`src/rtl/mem_port_arbiter_pkg.sv`:
```
// Shared encodings for the instruction/data memory port arbiter.
package mem_port_arbiter_pkg;

    typedef enum logic [1:0] {
        ST_IDLE = 2'd0,
        ST_ADDR = 2'd1,
        ST_WAIT = 2'd2
    } arb_state_t;

    localparam logic OWNER_INST = 1'b0;
    localparam logic OWNER_DATA = 1'b1;

    localparam logic [1:0] SIZE_BYTE = 2'd0;
    localparam logic [1:0] SIZE_HALF = 2'd1;
    localparam logic [1:0] SIZE_WORD = 2'd2;

endpackage

```
`src/rtl/mem_port_arbiter_starve_sel.sv`:
```
// Grant decision: data wins unless fetch has waited STARVE_LIMIT data grants.
// Latency: combinational grant; the starvation counter updates on the granting edge.
// Backpressure: the decision is only committed while grant_en is high.
module arb_starve_sel
    import mem_port_arbiter_pkg::*;
#(
    parameter int STARVE_LIMIT = 4,
    parameter int CNT_W        = 3
) (
    input  logic clk,
    input  logic rst,
    input  logic inst_req,
    input  logic data_req,
    input  logic grant_en,
    output logic grant_valid,
    output logic grant_owner
);

    localparam logic [CNT_W-1:0] LIMIT = CNT_W'(STARVE_LIMIT);

    logic [CNT_W-1:0] starve_cnt;
    logic             data_wins;

    assign data_wins   = data_req && !(inst_req && (starve_cnt == LIMIT));
    assign grant_valid = data_req || inst_req;
    assign grant_owner = data_wins ? OWNER_DATA : OWNER_INST;

    always_ff @(posedge clk) begin
        if (rst) begin
            starve_cnt <= '0;
        end else if (grant_en && grant_valid) begin
            if (data_wins) begin
                // Only count data grants that actually made fetch wait; saturate.
                if (inst_req && (starve_cnt != LIMIT)) begin
                    starve_cnt <= starve_cnt + 1'b1;
                end
            end else begin
                starve_cnt <= '0;
            end
        end
    end

endmodule

```
`src/rtl/mem_port_arbiter.sv`:
```
// Shares one SRAM-like port between fetch and data requesters, one transaction in flight.
// Latency: mem_req one cycle after a grant in IDLE; >=3 cycles per back-to-back transaction.
// Backpressure: owner waits in ADDR for mem_addr_ok and in WAIT for mem_data_ok.
module mem_port_arbiter
    import mem_port_arbiter_pkg::*;
#(
    parameter int STARVE_LIMIT = 4,
    parameter int CNT_W        = 3
) (
    input  logic        clk,
    input  logic        rst,
    input  logic        inst_req,
    input  logic [31:0] inst_addr,
    output logic        inst_addr_ok,
    output logic        inst_data_ok,
    output logic [31:0] inst_rdata,
    input  logic        data_req,
    input  logic        data_wr,
    input  logic [1:0]  data_size,
    input  logic [31:0] data_addr,
    input  logic [31:0] data_wdata,
    output logic        data_addr_ok,
    output logic        data_data_ok,
    output logic [31:0] data_rdata,
    output logic        mem_req,
    output logic        mem_wr,
    output logic [1:0]  mem_size,
    output logic [31:0] mem_addr,
    output logic [31:0] mem_wdata,
    input  logic        mem_addr_ok,
    input  logic        mem_data_ok,
    input  logic [31:0] mem_rdata
);

    arb_state_t state;
    logic       owner;
    logic       grant_valid;
    logic       grant_owner;
    logic       owner_req;
    logic       in_addr;
    logic       in_wait;
    logic       addr_ok;

    arb_starve_sel #(
        .STARVE_LIMIT (STARVE_LIMIT),
        .CNT_W        (CNT_W)
    ) u_sel (
        .clk         (clk),
        .rst         (rst),
        .inst_req    (inst_req),
        .data_req    (data_req),
        .grant_en    (state == ST_IDLE),
        .grant_valid (grant_valid),
        .grant_owner (grant_owner)
    );

    assign owner_req = (owner == OWNER_DATA) ? data_req : inst_req;
    assign in_addr   = (state == ST_ADDR);
    assign in_wait   = (state == ST_WAIT);
    assign addr_ok   = in_addr && owner_req && mem_addr_ok;

    always_ff @(posedge clk) begin
        if (rst) begin
            state <= ST_IDLE;
            owner <= OWNER_INST;
        end else begin
            case (state)
                ST_IDLE: begin
                    if (grant_valid) begin
                        owner <= grant_owner;
                        state <= ST_ADDR;
                    end
                end
                ST_ADDR: begin
                    // A dropped request is abandoned; a concurrent mem_data_ok is ignored.
                    if (!owner_req) begin
                        state <= ST_IDLE;
                    end else if (mem_addr_ok) begin
                        state <= ST_WAIT;
                    end
                end
                ST_WAIT: begin
                    if (mem_data_ok) begin
                        state <= ST_IDLE;
                    end
                end
                default: state <= ST_IDLE;
            endcase
        end
    end

    always_comb begin
        mem_req   = 1'b0;
        mem_wr    = 1'b0;
        mem_size  = SIZE_BYTE;
        mem_addr  = '0;
        mem_wdata = '0;
        if (in_addr) begin
            mem_req = owner_req;
            if (owner == OWNER_DATA) begin
                mem_wr    = data_wr;
                mem_size  = data_size;
                mem_addr  = data_addr;
                mem_wdata = data_wdata;
            end else begin
                mem_size  = SIZE_WORD;
                mem_addr  = inst_addr;
            end
        end
    end

    always_comb begin
        inst_addr_ok = addr_ok && (owner == OWNER_INST);
        data_addr_ok = addr_ok && (owner == OWNER_DATA);
        inst_data_ok = in_wait && mem_data_ok && (owner == OWNER_INST);
        data_data_ok = in_wait && mem_data_ok && (owner == OWNER_DATA);
        inst_rdata   = (in_wait && (owner == OWNER_INST)) ? mem_rdata : '0;
        data_rdata   = (in_wait && (owner == OWNER_DATA)) ? mem_rdata : '0;
    end

endmodule
```
`config.mk`:
```
export PLATFORM = sky130hd
export DESIGN_NAME = mem_port_arbiter
export DESIGN_NICKNAME = d
export VERILOG_FILES = /design/src/rtl/mem_port_arbiter_pkg.sv /design/src/rtl/mem_port_arbiter_starve_sel.sv /design/src/rtl/mem_port_arbiter.sv
export SDC_FILE = /design/constraint.sdc
export NUM_CORES = 1
export LEC_CHECK = 0
export BUFFER_PORTS_ARGS = -buffer_cell sky130_fd_sc_hd__buf_2
export CAP_MARGIN = 40
export CORE_AREA = 2 2 106 108
export CTS_BUF_LIST = sky130_fd_sc_hd__clkbuf_4
export CTS_CLUSTER_SIZE = 30
export DETAILED_ROUTE_END_ITERATION = 10
export DIE_AREA = 0 0 108 110
export GPL_ROUTABILITY_DRIVEN = 0
export PLACE_DENSITY = 0.52
export SKIP_LAST_GASP = 1
export SLEW_MARGIN = 0
export SYNTH_ARGS = -nofsm -noshare
export SYNTH_HDL_FRONTEND = slang
export SYNTH_SLANG_ARGS = --single-unit
```
`constraint.sdc`:
```
create_clock -name clk -period 2.55 [get_ports clk]
set_clock_uncertainty 0.15 [all_clocks]
set_input_delay 0.51 -clock clk [delete_from_list [all_inputs] [get_ports clk]]
set_output_delay 0.51 -clock clk [all_outputs]
set_load 0.05 [all_outputs]
```
==> impl_metrics.toml <==
[synth]
post_synth_instance_area_mm2 = 0.00154
yosysWarningCount = 0
synthCells = 230
yosys.area.top_type_share = 0.272
synth.lib_cells_used.distinct = 28
yosys_register_bits = 6
synth_enable_flop_cells = 0
yosysSeqAreaShare = 0.0779
synth_flop_cell = "sky130_fd_sc_hd__dfxtp_1"
synthesized_nets = 369
post_synth_arst_share = 0
mean_post_synth_cell_area_um2 = 6.70
synth_top_cells_by_area = "sky130_fd_sc_hd__and2_1 (27%), sky130_fd_sc_hd__mux2i_1 (21%), sky130_fd_sc_hd__and3_1 (14%)"
largest_area_contributor_in_the_synthesized_netlist = "sky130_fd_sc_hd__and2_1"

[power_and_ir_drop]
ir_worst_vdd_uv = 119
leakagePower_uw = 0.00204
p_per_area_mw_per_mm2 = 282

[routing]
ant_nets = 0
vias_per_cell = 4.07
drtPass1Iterations = 4
vias = 2557
drt-wirelength-per-cell_um = 12.2
drc_errors = 0
drt_first_iter_violations = 104
drt-total-wl_um = 7650

[outcome]
outcome = "finished clean"

[grt]
grt_first_pass_wirelength_um = 10200
number_of_global_route_vias_before_repair = 2086
number_of_antenna_violations_at_the_first_check_in_global_routing = 0
globalRouteOverflowTotal = 0
grtUsageMet3 = 0.0129
grt_util_met2 = 0.222
grt.total_usage = 0.107
global_route.usage.met1 = 0.113
grt_max_degree = 70
global_route.peak_usage_layer = "met2"

[sta]
slew_viol_final = 0
fin_crit_sh = 0.931
timing.final.crit_period_ns = 2.38
finalHoldWorstSlack_ns = 0.329
setup_repair_after_global_routing_missed_its_margin = "no"
fmax_mhz = 421
max_slew.worst_pin.slew_ns = 0.448
setup-violations-final = 0
remaining_max_slew_budget_at_the_tightest_pin = 0.701
final_hold_viol_count = 0
setup-tns-final_ns = 0

[critical_path]
crit_path_cell_trace = "nor2b_2 -> buf_6 -> and2_1 -> and3_1 -> buf_2"
max_stage_delay_ns = 0.46
worstPathArrival_ns = 1.72
criticalPathCategory = "reg2out"
cp_slowest_cell = "sky130_fd_sc_hd__dfxtp_1"
crit_buf_inv = 2
startpoint_type = "flip-flop"
critical-path-top-delay-family = "simple AND/OR/NAND/NOR gates"
required_time_reported_for_the_critical_path_endpoint_ns = 1.89
worst_setup_path_end_kind = "primary output"
critical_path.max_fanout = 37

[hold_path]
hold_class = "reg2reg"

[clocking]
cts.sink_count = 6
clock-root-buffer = "sky130_fd_sc_hd__clkbuf_4"
cts.htree.levels = 1
post-cts-setup-buffer-count = 0
worst_skew_pair.late_latency_ns = 0.24
clock_pin_slew_reported_for_the_worst_setup_and_hold_paths_after_clock_tree_synthesis_ns = 0.05
clk_path_buf_depth = 2
tritoncts = "done"
cts_buffers = 3

[placement]
dp_hpwl_um = 6590
port_buffers = 272
dp.cells = 625

[finish]
area_growth_syn_to_layout_pct = 98.8
final_net_count = 629
diodes = 0
layoutNonFillerInstCount = 628
drive_above_1_share = 0.582
fillerInstances = 1174

[die]
floorplan.die.height_um = 110
core_region_area_mm2 = 0.0107
die_area_mm2 = 0.0119
die_width_um = 108
io-pin-count = 273
fp-row-count = 38
initial_core_util = 0.144

[flow_run]
cap_violations = 0
[metal layers]
layer  vias to the layer above  wire length [um]
met1                      1108              2700
met2                       164              4110
met3                         2               802
met4                         0                34
met5                         -                 0
li1                       1283                 -
[report_power, final]
part	internal, uW	switching, uW	leakage, uW	total [uW]
Combinational	211	458	0.00197	670
Clock	53.2	33.1	0.0000138	86.3
Sequential	100	9.46	0.0000494	110
[Yosys cell counts, drive strengths merged (2+ instances only)]
| cell | instances |
|---|---|
| inv | 4 |
| ha | 2 |
| nand4 | 2 |
| dfxtp | 6 |
| nor3b | 3 |
| buf | 11 |
| nor2 | 35 |
| and2 | 67 |
| mux2i | 32 |
| and3 | 35 |
| nand2 | 3 |
| a21oi | 5 |
| clkbuf | 11 |
| nand3 | 2 |
| or3b | 2 |
[stage by stage]
step	setup WS (ns)	utilization	cell area [um^2]	total power (uW)
after floorplan	0.210	-	1540	569
after global placement	0.405	0.284	3040	778
after detailed placement	0.360	0.284	3040	786
after CTS	0.100	0.286	3060	876
after global routing	0.0582	0.286	3060	921
final	0.175	0.286	3060	866
[cells by family after synthesis]
family          share of synthesized area
fa+ha+maj                          0.0162
mux                                 0.218
compound gates                     0.0349
buf+inv                            0.0804
simple gates                        0.573
flops                              0.0779
[sequential cells by signal (all words and copies together), names as in the netlist]
register / flops
state: 2
owner: 1
u_sel.starve_cnt: 3
[repair_timing]
item	4_1_cts	5_1_grt
setup endpoints to repair	0	2
resized for setup	0	1
endpoints found under the hold margin	0	0
hold buffers	0	0
[tightest hold or removal path, stage by stage (launching register included)]
cell and delay (ns):
sky130_fd_sc_hd__dfxtp_1 0.32, sky130_fd_sc_hd__nand2_1 0.06, sky130_fd_sc_hd__a21oi_1 0.05
[final cells by class]
class	instances	area, um^2	share of cell area
timing repair buffer	277	1430	0.467
multi-input combinational	198	1300	0.424
tap	140	175	0.0572
sequential	6	121	0.0396
clock buffer	3	22.5	0.00735
inverter	4	15.0	0.00490
[layout by cell type (no fill, tap or decap), types with 3 or more instances in the layout]
cell type / netlist / layout
sky130_fd_sc_hd__a21oi_1: 5 / 5
sky130_fd_sc_hd__and2_1: 67 / 67
sky130_fd_sc_hd__and3_1: 35 / 35
sky130_fd_sc_hd__buf_2: 9 / 271
sky130_fd_sc_hd__buf_4: 2 / 3
sky130_fd_sc_hd__clkbuf_4: 0 / 3
sky130_fd_sc_hd__dfxtp_1: 6 / 5
sky130_fd_sc_hd__inv_1: 4 / 4
sky130_fd_sc_hd__mux2i_1: 32 / 32
sky130_fd_sc_hd__nand2_1: 3 / 3
sky130_fd_sc_hd__nor2_1: 35 / 35
[path summary, 6_finish.rpt]
check | startpoint | endpoint | slack [ns] | cells past startpoint
min reg2reg | u_sel.starve_cnt[0]$_SDFFE_PP0P_ | u_sel.starve_cnt[0]$_SDFFE_PP0P_ | 0.33 | 2
max | state[0]$_SDFFE_PP0P_ | data_addr_ok | 0.17 | 5
max reg2reg | state[0]$_SDFFE_PP0P_ | state[1]$_SDFFE_PP0P_ | 1.16 | 4
min | u_sel.starve_cnt[0]$_SDFFE_PP0P_ | u_sel.starve_cnt[0]$_SDFFE_PP0P_ | 0.33 | 2
(Power assumes the default switching activity.)
